==> config.mk <==
export PLATFORM = sky130hd
export DESIGN_NAME = instr_sequencer
export DESIGN_NICKNAME = d
export VERILOG_FILES = /design/src/rtl/cpu_pkg.sv /design/src/rtl/instr_field_decoder.sv /design/src/rtl/instr_sequencer.sv
export SDC_FILE = /design/constraint.sdc
export NUM_CORES = 1
export LEC_CHECK = 0
export CAP_MARGIN = 20
export CORE_AREA = 2 2 104 106
export DETAILED_ROUTE_END_ITERATION = 6
export DIE_AREA = 0 0 106 108
export PLACE_DENSITY = 0.81
export REMOVE_ABC_BUFFERS = 1
export SYNTH_ARGS = -nofsm -noshare
export SYNTH_HDL_FRONTEND = slang
export SYNTH_SLANG_ARGS = --single-unit
export TNS_END_PERCENT = 20
==> constraint.sdc <==
create_clock -name Clk -period 2.35 [get_ports Clk]
set_clock_uncertainty 0.1 [all_clocks]
set_input_delay 0.47 -clock Clk [delete_from_list [all_inputs] [get_ports Clk]]
set_output_delay 0.47 -clock Clk [all_outputs]
set_load 0.02 [all_outputs]
==> src/rtl/cpu_pkg.sv <==
// Shared definitions for the instruction sequencer: opcodes, ALU op codes,
// sequencer state encoding, instruction field positions, default widths and
// the per-instruction control bundle produced by the field decoder.
package cpu_pkg;

   localparam int DATA_W_DEF     = 18;
   localparam int REG_ADDR_W_DEF = 4;
   localparam int PC_W_DEF       = 10;

   // Instruction field positions (18-bit instruction word)
   localparam int OP_MSB  = 17;
   localparam int OP_LSB  = 14;
   localparam int F1_MSB  = 13;  // rd / ST data reg / BEQ rs1
   localparam int F1_LSB  = 10;
   localparam int F2_MSB  = 9;   // rs1 / ST base / BEQ rs2
   localparam int F2_LSB  = 6;
   localparam int F3_MSB  = 5;   // R-type rs2
   localparam int F3_LSB  = 2;
   localparam int IMM_MSB = 5;   // imm6 / off6
   localparam int IMM_W   = 6;

   typedef enum logic [3:0] {
      OP_ADD  = 4'd0,
      OP_SUB  = 4'd1,
      OP_AND  = 4'd2,
      OP_OR   = 4'd3,
      OP_XOR  = 4'd4,
      OP_ADDI = 4'd5,
      OP_LD   = 4'd6,
      OP_ST   = 4'd7,
      OP_BEQ  = 4'd8,
      OP_JMP  = 4'd9,
      OP_HLT  = 4'd15
   } opcode_e;

   typedef enum logic [2:0] {
      ALU_ADD = 3'd0,
      ALU_SUB = 3'd1,
      ALU_AND = 3'd2,
      ALU_OR  = 3'd3,
      ALU_XOR = 3'd4
   } alu_op_e;

   typedef enum logic [2:0] {
      FETCH  = 3'd0,
      DECODE = 3'd1,
      READ   = 3'd2,
      EXEC   = 3'd3,
      MEM    = 3'd4,
      WB     = 3'd5,
      HALT   = 3'd6
   } state_e;

   typedef struct packed {
      logic       uses_rs1;
      logic       uses_rs2;
      logic       writes_rd;
      logic [2:0] alu_op;
      logic       src_imm;
      logic       is_mem;
      logic       is_branch;  // BEQ or JMP
      logic       illegal;
   } ctrl_t;

endpackage

==> src/rtl/instr_field_decoder.sv <==
// Combinational opcode decoder.
//   op        : instruction opcode (Instr[17:14])
//   uses_rs1  : first register operand is read
//   uses_rs2  : second register operand is read
//   writes_rd : instruction writes back a destination register
//   alu_op    : ALU operation code
//   src_imm   : ALU B operand is the immediate
//   is_mem    : LD or ST
//   is_branch : BEQ or JMP (may redirect the PC)
//   illegal   : undefined opcode (10-14)
module instr_field_decoder
   import cpu_pkg::*;
(
   input  logic [3:0] op,
   output logic       uses_rs1,
   output logic       uses_rs2,
   output logic       writes_rd,
   output logic [2:0] alu_op,
   output logic       src_imm,
   output logic       is_mem,
   output logic       is_branch,
   output logic       illegal
);

   always_comb begin
      uses_rs1  = 1'b0;
      uses_rs2  = 1'b0;
      writes_rd = 1'b0;
      alu_op    = ALU_ADD;
      src_imm   = 1'b0;
      is_mem    = 1'b0;
      is_branch = 1'b0;
      illegal   = 1'b0;
      case (op)
         OP_ADD, OP_SUB, OP_AND, OP_OR, OP_XOR: begin
            uses_rs1  = 1'b1;
            uses_rs2  = 1'b1;
            writes_rd = 1'b1;
            // R-type opcodes 0..4 coincide with the ALU op codes
            alu_op    = op[2:0];
         end
         OP_ADDI: begin
            uses_rs1  = 1'b1;
            writes_rd = 1'b1;
            src_imm   = 1'b1;
         end
         OP_LD: begin
            uses_rs1  = 1'b1;
            writes_rd = 1'b1;
            src_imm   = 1'b1;
            is_mem    = 1'b1;
         end
         OP_ST: begin
            uses_rs1  = 1'b1;
            uses_rs2  = 1'b1;
            src_imm   = 1'b1;
            is_mem    = 1'b1;
         end
         OP_BEQ: begin
            uses_rs1  = 1'b1;
            uses_rs2  = 1'b1;
            alu_op    = ALU_SUB;
            is_branch = 1'b1;
         end
         OP_JMP: begin
            is_branch = 1'b1;
         end
         OP_HLT: begin
         end
         default: begin
            illegal   = 1'b1;
         end
      endcase
   end

endmodule

==> src/rtl/instr_sequencer.sv <==
// Multi-cycle control sequencer in front of the 16x18 register file.
// Accepts one instruction at a time over InstrValid/InstrReady, steps it
// through FETCH -> DECODE -> READ -> EXEC -> [MEM] -> [WB] -> FETCH and owns
// the PC. Ports:
//   Clk, Reset                : clock, async active-high reset
//   InstrValid/Instr/InstrReady : instruction handshake
//   PC                        : current program counter
//   ReadEnable*/ReadRegister* : register file read port control
//   ReadData1/2               : register file read data (branch compare)
//   WriteRegister/RegWrite    : register file write control
//   ALUOp/ALUSrcImm/Imm       : ALU control during EXEC
//   MemRead/MemWrite/MemDone  : data memory strobes and completion
//   IllegalOp                 : one-cycle pulse on undefined opcode
//   Halted                    : HLT executed, held until reset
module instr_sequencer
   import cpu_pkg::*;
#(
   parameter int DATA_W     = DATA_W_DEF,
   parameter int REG_ADDR_W = REG_ADDR_W_DEF,
   parameter int PC_W       = PC_W_DEF
) (
   input  logic                  Clk,
   input  logic                  Reset,
   input  logic                  InstrValid,
   input  logic [DATA_W-1:0]     Instr,
   output logic                  InstrReady,
   output logic [PC_W-1:0]       PC,
   output logic                  ReadEnable1,
   output logic                  ReadEnable2,
   output logic [REG_ADDR_W-1:0] ReadRegister1,
   output logic [REG_ADDR_W-1:0] ReadRegister2,
   input  logic [DATA_W-1:0]     ReadData1,
   input  logic [DATA_W-1:0]     ReadData2,
   output logic [REG_ADDR_W-1:0] WriteRegister,
   output logic                  RegWrite,
   output logic [2:0]            ALUOp,
   output logic                  ALUSrcImm,
   output logic [DATA_W-1:0]     Imm,
   output logic                  MemRead,
   output logic                  MemWrite,
   input  logic                  MemDone,
   output logic                  IllegalOp,
   output logic                  Halted
);

   state_e              state_q, state_d;
   logic [PC_W-1:0]     pc_q, pc_d;
   logic [DATA_W-1:0]   ir_q, ir_d;
   logic [DATA_W-1:0]   a_q, a_d;
   logic [DATA_W-1:0]   b_q, b_d;
   ctrl_t               ctrl_q, ctrl_d;
   ctrl_t               dec;

   logic [3:0]            op;
   logic [REG_ADDR_W-1:0] f1, f2, f3;
   logic [REG_ADDR_W-1:0] rr1, rr2;
   logic [DATA_W-1:0]     imm_sext;
   logic [PC_W-1:0]       off_pc, pc_inc;

   assign op       = ir_q[OP_MSB:OP_LSB];
   assign f1       = ir_q[F1_MSB:F1_LSB];
   assign f2       = ir_q[F2_MSB:F2_LSB];
   assign f3       = ir_q[F3_MSB:F3_LSB];
   assign imm_sext = {{(DATA_W-IMM_W){ir_q[IMM_MSB]}}, ir_q[IMM_MSB:0]};
   assign off_pc   = {{(PC_W-IMM_W){ir_q[IMM_MSB]}}, ir_q[IMM_MSB:0]};
   assign pc_inc   = pc_q + 1'b1;

   // Operand register selection differs per format: BEQ keeps its sources in
   // the first two fields, ST keeps its data register where rd normally sits.
   assign rr1 = (op == OP_BEQ) ? f1 : f2;
   assign rr2 = (op == OP_ST)  ? f1 :
                (op == OP_BEQ) ? f2 : f3;

   instr_field_decoder u_dec (
      .op        (op),
      .uses_rs1  (dec.uses_rs1),
      .uses_rs2  (dec.uses_rs2),
      .writes_rd (dec.writes_rd),
      .alu_op    (dec.alu_op),
      .src_imm   (dec.src_imm),
      .is_mem    (dec.is_mem),
      .is_branch (dec.is_branch),
      .illegal   (dec.illegal)
   );

   // Next-state, datapath latches and PC update
   always_comb begin
      state_d = state_q;
      ir_d    = ir_q;
      a_d     = a_q;
      b_d     = b_q;
      ctrl_d  = ctrl_q;
      pc_d    = pc_q;
      case (state_q)
         FETCH: begin
            if (InstrValid) begin
               ir_d    = Instr;
               state_d = DECODE;
            end
         end
         DECODE: begin
            ctrl_d  = dec;
            state_d = READ;
         end
         READ: begin
            a_d     = ReadData1;
            b_d     = ReadData2;
            state_d = EXEC;
         end
         EXEC: begin
            if (op == OP_HLT)          state_d = HALT;
            else if (ctrl_q.is_mem)    state_d = MEM;
            else if (ctrl_q.writes_rd) state_d = WB;
            else                       state_d = FETCH;
         end
         MEM: begin
            if (MemDone) state_d = (op == OP_LD) ? WB : FETCH;
         end
         WB:      state_d = FETCH;
         HALT:    state_d = HALT;
         default: state_d = FETCH;
      endcase

      // PC advances only when an instruction retires back into FETCH
      if (state_q != FETCH && state_d == FETCH) begin
         pc_d = pc_inc;
         if (ctrl_q.is_branch) begin
            if (op == OP_JMP)     pc_d = ir_q[PC_W-1:0];
            else if (a_q == b_q)  pc_d = pc_inc + off_pc;
         end
      end
   end

   // Outputs decode purely from registered state so reset clears strobes
   // immediately
   always_comb begin
      InstrReady    = (state_q == FETCH);
      PC            = pc_q;
      ReadEnable1   = 1'b0;
      ReadEnable2   = 1'b0;
      ReadRegister1 = '0;
      ReadRegister2 = '0;
      WriteRegister = '0;
      RegWrite      = 1'b0;
      ALUOp         = '0;
      ALUSrcImm     = 1'b0;
      Imm           = '0;
      MemRead       = 1'b0;
      MemWrite      = 1'b0;
      IllegalOp     = 1'b0;
      Halted        = (state_q == HALT);
      if (state_q == DECODE || state_q == READ || state_q == EXEC) begin
         ReadRegister1 = rr1;
         ReadRegister2 = rr2;
      end
      if (state_q == READ || state_q == EXEC) begin
         ReadEnable1 = ctrl_q.uses_rs1;
         ReadEnable2 = ctrl_q.uses_rs2;
      end
      if (state_q == EXEC) begin
         ALUOp     = ctrl_q.alu_op;
         ALUSrcImm = ctrl_q.src_imm;
         Imm       = imm_sext;
         IllegalOp = ctrl_q.illegal;
      end
      if (state_q == MEM) begin
         MemRead  = (op == OP_LD);
         MemWrite = (op == OP_ST);
      end
      if (state_q == WB) begin
         RegWrite      = 1'b1;
         WriteRegister = f1;
      end
   end

   always_ff @(posedge Clk or posedge Reset) begin
      if (Reset) begin
         state_q <= FETCH;
         pc_q    <= '0;
         ir_q    <= '0;
         a_q     <= '0;
         b_q     <= '0;
         ctrl_q  <= '0;
      end else begin
         state_q <= state_d;
         pc_q    <= pc_d;
         ir_q    <= ir_d;
         a_q     <= a_d;
         b_q     <= b_d;
         ctrl_q  <= ctrl_d;
      end
   end

endmodule

# After elaboration in Yosys (flattened, before gate mapping)
# Cells that the tools add are included.
# word_totals
reg_bits	77
latch_bits	0
ramBits	0
mem_bits_ro	0
output_inout_bits	52
word_cells	82
memories	0
# op_classes
addsub	2
n_mul	0
div_mod_pow	0
order_cmp	0
eq_ne	17
n_shift	0
mux	33
n_bitwise	0
n_reduce_logical	17
# ops
op	count
10-bit 2-to-1 mux	3
4-bit 2-to-1 mux	6
3-bit 2-to-1 mux	7
18-bit == test	1
18-bit 2-to-1 mux	1
3-bit case mux with 6 select lines	1
4-bit by 3-bit == test with 1-bit output, second input constant	4
1-bit 2-to-1 mux	14
7-bit OR reduction	2
4-bit == test, second input constant	3
11-bit OR reduction	1
10-bit by 1-bit adder with 10-bit output, second input constant	1
10-bit adder	1
3-bit == test, second input constant	3
9-bit OR reduction	1
4-bit by 2-bit == test with 1-bit output, second input constant	2
3-bit by 2-bit == test with 1-bit output, second input constant	2
3-bit logical NOT	2
3-bit case mux with 2 select lines	1
5-bit OR reduction	1
4-bit by 1-bit == test with 1-bit output, second input constant	1
4-bit logical NOT	1
2-bit OR reduction	2
3-bit by 1-bit == test with 1-bit output, second input constant	1
other kinds (5)	7

# Longest topological paths before layout
# Gate-level depths: netlist (run 1).
# depth
word_depth	6
mapped_depth	11

# Hierarchy
# From an unflattened synthesis (run 1), not the netlist that was laid out.
# hier_totals
hier_cells	420
area_unflattened_um2	4516.8
# by_module_without_submodules
mod	instances	cells_each	area_per_inst_um2	seq_area_each_um2
instr_sequencer	1	399	4385.5	1926.8
instr_field_decoder	1	21	131.4	0.0

# Worst setup path after synthesis (run 1)
# Ideal clock, no wire load.
# synth_path
kind	reg2reg
from	register pc_q[0] (netlist: PC[0])
to	register pc_q[8] (netlist: PC[8])
setup_time_ns	0.077
arrival_ns	2.409
required_ns	2.173
setup_slack_ns	-0.236
path_stages_with_launch	9
path_buffers	0
period_less_slack_ns	2.586
path_cell_list	dfrtp_1 ha_1 fa_1 a211oi_1 o21bai_1 a2111oi_0 o21ai_0 and3_1 o21ai_1
# synth_via
elab_chain_cells	5
# synth_rtl
item	line_no	rtl
start, declared	instr_sequencer.sv:47	logic [PC_W-1:0] pc_q, pc_d;
start signal, assigned	instr_sequencer.sv:186	pc_q <= pc_d;
10-bit by 1-bit adder with 10-bit output (*)	instr_sequencer.sv:66	assign pc_inc = pc_q + 1'b1;
10-bit adder	instr_sequencer.sv:129	else if (a_q == b_q) pc_d = pc_inc + off_pc;
10-bit 2-to-1 mux	instr_sequencer.sv:129	
10-bit 2-to-1 mux	instr_sequencer.sv:128	if (op == OP_JMP) pc_d = ir_q[PC_W-1:0];
10-bit 2-to-1 mux (*)	instr_sequencer.sv:127	if (ctrl_q.is_branch) begin
# Mark *: on every way between the ends. The rest lies on a longest branch, timed or not.
# A chain may end at the register's enable or synchronous reset.

# Worst setup path in the final report (run 1)
# layout_path
from	register pc_q[0] (netlist: PC[0])
to	register pc_q[9] (netlist: PC[9])
# Same word-level chain as after synthesis.

==> impl_metrics.json, run 1 <==
{
  "outcome": "finished with violations",
  "violations": "setup timing",
  "floorplan.die_area_um2": 11400,
  "vias": 3942,
  "finalMaxSlewViolations": 0,
  "critical-path-slowest-cell": "dfrtp_2",
  "grt_start_max_net_pins": 53,
  "share_of_async_settable_or_async_resettable_flops_after_synthesis": 1.00,
  "cp_cell_sequence": "ha_4 -> nand2_2 -> nor2_2 -> xnor2_1 -> ha_1 -> o21a_1 -> nor2_2 -> a311oi_2 -> buf_4 -> nor3_2 -> o31ai_1 -> a31oi_1",
  "final_antenna_net_count": 0,
  "timing.critical_path.mode_cell": "nor2_2",
  "final_layout_size_suffix_gt1_frac": 0.354,
  "drtIter0Drc": 141,
  "worst_pin_slew_ns": 0.626,
  "tritoncts": "built",
  "io_buffers": 109,
  "rows": 37,
  "period_utilization_post_route": 1.07,
  "unrepaired_setup_endpoints_after_global_routing": "yes",
  "fp.coreArea_um2": 10200,
  "synth_enable_flop_cells": 0,
  "fin_hold_ws_ns": 0.382,
  "post-place-cells": 715,
  "ys_seq_elements": 77,
  "gate_count_after_technology_mapping": 434,
  "antenna_found_initial": 0,
  "clock_tree.buffer_depth": 2,
  "cellPowerDensity_nw_per_um2": 1430,
  "synth.yosys.seq_area_share": 0.424,
  "antenna_cells": 0,
  "timing_hold_violations_final": 0,
  "routed_wire_length_per_instance_um": 15.8,
  "detailed_place_hpwl_mm": 8.64,
  "yosys.area_share.adder": 0.0319,
  "grt_pass1_wl_mm": 19.2,
  "route.detailed.drc": 0,
  "clkSinkCount": 77,
  "final_setup_vio_count": 8,
  "worstPathArrival_ns": 2.66,
  "max-cap-violations": 0,
  "grt_pass1_vias": 3985,
  "non_filler_instances": 741,
  "dieHeight_um": 108,
  "crit_fanout": 5,
  "synth.mux.area_fraction": 0.154,
  "syn_area_um2": 4550,
  "drt_wl_total_mm": 11.7,
  "slew_limit_headroom": 0.580,
  "postLayoutCoreUtil": 0.645,
  "synth.lib_cells_used.distinct": 65,
  "die-width_um": 106,
  "syn_area_per_cell_um2": 10.5,
  "final_period_minus_worst_setup_slack_ns": 2.52,
  "vias_per_cell": 5.32,
  "endpoint_kind_of_the_worst_setup_timing_path": "flip-flop",
  "worst_ir_drop_vdd_mv": 0.838,
  "overall_track_demand_over_capacity_in_global_routing": 0.214,
  "final_cell_mix": "dfrtp_1 (74), buf_4 (74), clkdlybuf4s50_1 (67), mux2_2 (53), nor2_1 (25)",
  "synth.yosys.warnings": 0,
  "clk-insertion-delay-late_ns": 0.37,
  "worst_slack_ns": -0.175,
  "fmax_ghz": 0.396,
  "global_route_congestion_overflow_total": 0,
  "n_fill_cell": 819,
  "ys_dominant_reg_cell": "dfrtp_1",
  "finalWeightedCongestion": 0.893,
  "pin_count": 110,
  "clk_pin_slew_ns": 0.08,
  "clock_tree.htree_level_count": 3,
  "synth_top_family_by_area": "simple AND/OR/NAND/NOR gates",
  "worstSetupPathType": "flip-flop to flip-flop",
  "leakagePower_nw": 2.90,
  "setup.worst_path.start_class": "flip-flop",
  "slowest_delay_ns": 0.45,
  "worstHoldPathType": "flip-flop to flip-flop",
  "detailedRoute.firstPassIterationCount": 4,
  "cp_data_required_time_ns": 2.49,
  "nNetsFinal": 669,
  "synth-simple-area-share": 0.158,
  "synth_xor_xnor_area_share": 0.0635,
  "initial_core_util": 0.445,
  "synthToLayoutAreaGrowth_pct": 45.1,
  "cts_made_buffers": 9,
  "synth-compound-area-share": 0.117,
  "fin_setup_tns_ns": -0.514,
  "cts_root_buf": "clkbuf_8"
}
path summary, 6_finish.rpt:
check | depth (start not counted) | slack, ns | from | endpoint
min in group asynchronous | 3 | 0.39 | Reset | b_q[16]
min reg2reg | 2 | 0.38 | ctrl_q[6] | ctrl_q[6]
max reg2reg | 12 | -0.17 | PC[0] | PC[9]
min | 2 | 0.38 | ctrl_q[6] | ctrl_q[6]
max in group asynchronous | 3 | 1.47 | Reset | state_q[1]
max | 12 | -0.17 | PC[0] | PC[9]
cell type report:
cell class	instances	area (um^2)	area share
multi-input cells	312	2590	0.393
clock inverters	6	40.0	0.00606
well taps	136	170	0.0258
repair buffers	189	1700	0.257
flip-flops and latches	77	1930	0.292
inverters	11	41.3	0.00625
clock buffers	10	128	0.0193
where the power goes:
group	total, mW	internal [mW]	switching (mW)
Sequential	2.51	1.97	0.547
Combinational	6.02	3.14	2.88
Clock	0.902	0.382	0.521
Total	9.44	5.49	3.95
timing repair:
item | 4_1_cts | 5_1_grt
hold buffers | 0 | 0
setup endpoints to repair | 45 | 47
resized for setup | 80 | 72
cloned | 0 | 0
setup buffers | 3 | 7
pin swaps | 9 | 19
per-layer routing:
layer | up-vias | part of all wire | global-route usage
met5 | - | 0 | 0
met4 | 0 | 0.020 | 0.0808
met3 | 21 | 0.062 | 0.0567
met2 | 124 | 0.48 | 0.367
met1 | 1916 | 0.43 | 0.260
li1 | 1881 | - | -
cell families after synthesis:
family                   count (synthesis)
flip-flops                              77
XOR/XNOR                                33
AO/OA/AOI/OAI                           71
adder cells (fa/ha/maj)                 11
AND/OR/NAND/NOR                        134
multiplexers                            63
buffers and inverters                   45
stage by stage:
| step | instance area [um^2] | total power, mW | setup slack (ns) |
|---|---|---|---|
| after floorplan | 4360 | 5.65 | -0.867 |
| after global placement | 6170 | 7.86 | -0.205 |
| after detailed placement | 6170 | 7.98 | -0.293 |
| after CTS | 6320 | 8.88 | -0.210 |
| after global routing | 6600 | 10.1 | -0.303 |
| final | 6600 | 9.44 | -0.175 |
Yosys cell counts (2+ instances only):
| cell | n | area [um^2] |
|---|---|---|
| xor2_1 | 23 | 201 |
| a211oi_1 | 6 | 45.0 |
| mux2_2 | 53 | 597 |
| a21o_1 | 3 | 22.5 |
| and2_1 | 16 | 100 |
| a31oi_1 | 3 | 18.8 |
| o41ai_1 | 2 | 17.5 |
| nor2b_1 | 3 | 18.8 |
| inv_1 | 10 | 37.5 |
| mux2i_1 | 9 | 90.1 |
| nor3_1 | 12 | 60.1 |
| nand4_1 | 3 | 18.8 |
| a21oi_1 | 7 | 35.0 |
| o41ai_2 | 2 | 32.5 |
| and3b_1 | 2 | 17.5 |
| o21bai_1 | 2 | 15.0 |
| or3_1 | 3 | 18.8 |
| nor2_1 | 31 | 116 |
| o21ai_1 | 4 | 20.0 |
| nand3_1 | 9 | 45.0 |
| clkbuf_1 | 10 | 37.5 |
| and3_1 | 5 | 31.3 |
| xnor2_1 | 10 | 87.6 |
| a311oi_1 | 2 | 17.5 |
| nand3_2 | 2 | 20.0 |
| or2_2 | 2 | 12.5 |
| o21ai_0 | 15 | 75.1 |
| nand2_1 | 28 | 105 |
| nor4_1 | 3 | 18.8 |
| dfrtp_1 | 77 | 1930 |
| ha_1 | 10 | 125 |
| nor4_2 | 4 | 50.1 |
| buf_4 | 12 | 90.1 |
| nand2b_1 | 4 | 25.0 |
| buf_2 | 11 | 55.1 |
| o21a_1 | 3 | 22.5 |
| o31ai_1 | 5 | 37.5 |
state kept, by name, summed over array words and instances, names as in the netlist:
signal	cells
ir_q	18
a_q	18
state_q	3
ctrl_q	10
b_q	18
PC	10
critical path, delay by kind of cell, from the launching register on:
family                     cells  cell delay, ns
and+or+nand+nor                4            0.29
adders and majority gates      2            0.50
AOI/OAI and AO/OA              4            0.78
xor gates and xnor gates       1            0.12
buffers and inverters          1            0.16
DFF                            1            0.45
Note: power is estimated with default switching activity, not from simulation.
==> run 2, diff against run 1 <==
Settings changed: GPL_TIMING_DRIVEN set to 0.
==> run 2 against run 1 <==
Effect of this change: the run still ends with setup timing left; power shrank 6.2%; critical path depth shrank 2; sequential share of layout area grew 1.6 points; first-iteration DRC count grew 63%; design area shrank 4.7%; critical path type unchanged; largest cell class unchanged.
==> impl_metrics.json, run 2 (synthesis results as in run 1) <==
{
  "fin_setup_tns_ns": -0.587,
  "finalWeightedCongestion": 0.908,
  "clk_pin_slew_ns": 0.09,
  "worst_slack_ns": -0.169,
  "fp.coreArea_um2": 10200,
  "biggestRegsByFlops": "a_q (18), b_q (18), ir_q (18)",
  "worst_pin_slew_ns": 0.818,
  "worst_ir_drop_vdd_mv": 0.627,
  "internal_power_mw": 4.96,
  "switching_part_of_the_total_power": 0.440,
  "die-width_um": 106,
  "floorplan.die_area_um2": 11400,
  "detailed_place_hpwl_mm": 7.98,
  "cts_made_buffers": 9,
  "leakagePower_nw": 2.71,
  "nNetsFinal": 625,
  "clock_power_share": 0.107,
  "final_setup_vio_count": 6,
  "finalMaxSlewViolations": 0,
  "antenna_cells": 0,
  "final_cell_mix": "clkdlybuf4s50_1 (67), dfrtp_1 (64), mux2_2 (53), buf_4 (33), nor2_1 (25)",
  "grt_pass1_wl_mm": 18.2,
  "clock_tree.htree_level_count": 3,
  "synthToLayoutAreaGrowth_pct": 38.3,
  "max-cap-violations": 0,
  "vias_per_cell": 5.54,
  "fmax_ghz": 0.397,
  "postLayoutCoreUtil": 0.615,
  "worstPathArrival_ns": 2.67,
  "final_period_minus_worst_setup_slack_ns": 2.52,
  "overall_track_demand_over_capacity_in_global_routing": 0.200,
  "cp_data_required_time_ns": 2.50,
  "clkSinkCount": 77,
  "design_area_um2": 6290,
  "pin_count": 110,
  "post-place-cells": 647,
  "clock_tree.buffer_depth": 2,
  "routed_wire_length_per_instance_um": 16.7,
  "worstHoldPathType": "primary input to async pin",
  "place_area_um2": 5660,
  "unrepaired_setup_endpoints_after_global_routing": "yes",
  "drtIter0Drc": 230,
  "global_route_congestion_overflow_total": 0,
  "timing_hold_violations_final": 0,
  "tritoncts": "built",
  "io_buffers": 109,
  "worstSetupPathType": "flip-flop to flip-flop",
  "rows": 37,
  "dieHeight_um": 108,
  "finalPower_mw": 8.85,
  "antenna_found_initial": 0,
  "grt_pass1_vias": 3871,
  "violations": "setup timing",
  "endpoint_kind_of_the_worst_setup_timing_path": "flip-flop",
  "crit_fanout": 6,
  "drt_wl_total_mm": 11.6,
  "layout_commonest_cell": "clkdlybuf4s50_1",
  "initial_core_util": 0.445,
  "final_antenna_net_count": 0,
  "place_ws_ns": -0.608,
  "fin_hold_ws_ns": 0.350,
  "final_layout_size_suffix_gt1_frac": 0.346,
  "slew_limit_headroom": 0.455,
  "setup.worst_path.start_class": "flip-flop",
  "reg2reg_slack_ns": -0.17,
  "detailedRoute.firstPassIterationCount": 5,
  "part_of_the_total_power_dissipated_in_combinational_logic": 0.593,
  "vias": 3859,
  "cts_root_buf": "clkbuf_8",
  "route.detailed.drc": 0,
  "holdBufCountCts": 0,
  "clk-insertion-delay-late_ns": 0.35,
  "outcome": "finished with violations",
  "pwr-share-seq": 0.301,
  "non_filler_instances": 697,
  "grt_start_max_net_pins": 52,
  "power.switching_mw": 3.89,
  "period_utilization_post_route": 1.07,
  "cellPowerDensity_nw_per_um2": 1410
}
run 2: what timing repair did:
item / in CTS / in global routing
pin swaps: 9 / 25
gates resized for setup: 106 / 58
setup buffers: 19 / 15
endpoints found under the hold margin: 0 / 0
setup endpoints to repair: 50 / 59
run 2: power groups by stage:
stage / Sequential, mW / Clock, mW / Combinational (mW)
CTS: 2.63 / 0.970 / 4.79
global route: 2.76 / 1.04 / 5.64
global placement: 2.66 / 0 / 4.29
finish: 2.66 / 0.944 / 5.25
detailed placement: 2.71 / 0 / 4.45
floorplan: 2.56 / 0 / 3.10
run 2: worst max-delay path: stages (launching register included):
cell and delay, ns:
dfrtp_2 0.48, nand3_4 0.15, nor2_2 0.16, xor2_1 0.16
ha_1 0.34, o21a_1 0.23, nor2_2 0.16, a31oi_1 0.08
xnor2_1 0.25, o311ai_2 0.11, a22o_1 0.19
run 2: path summary, 6_finish.rpt:
check / startpoint / to / cells past startpoint
max in group asynchronous: Reset / ir_q[14] / 3
min reg2reg: ctrl_q[6] / ctrl_q[6] / 2
min: Reset / a_q[13] / 2
max: PC[0] / PC[7] / 10
min in group Clk: ctrl_q[6] / ctrl_q[6] / 2
max reg2reg: PC[0] / PC[7] / 10
run 2: routing by layer:
layer,share of wire,GRT usage
met5,0,0
met4,0.014,0.0705
met3,0.085,0.0585
met2,0.51,0.358
met1,0.39,0.229
run 2: area by class of cell:
class | instances | area, um^2
fillers | 836 | 3940
clock inverters | 7 | 58.8
repair buffers | 145 | 1300
clock buffers | 9 | 124
multi-input cells | 312 | 2650
flip-flops and latches | 77 | 1940
inverters | 11 | 43.8
well taps | 136 | 170
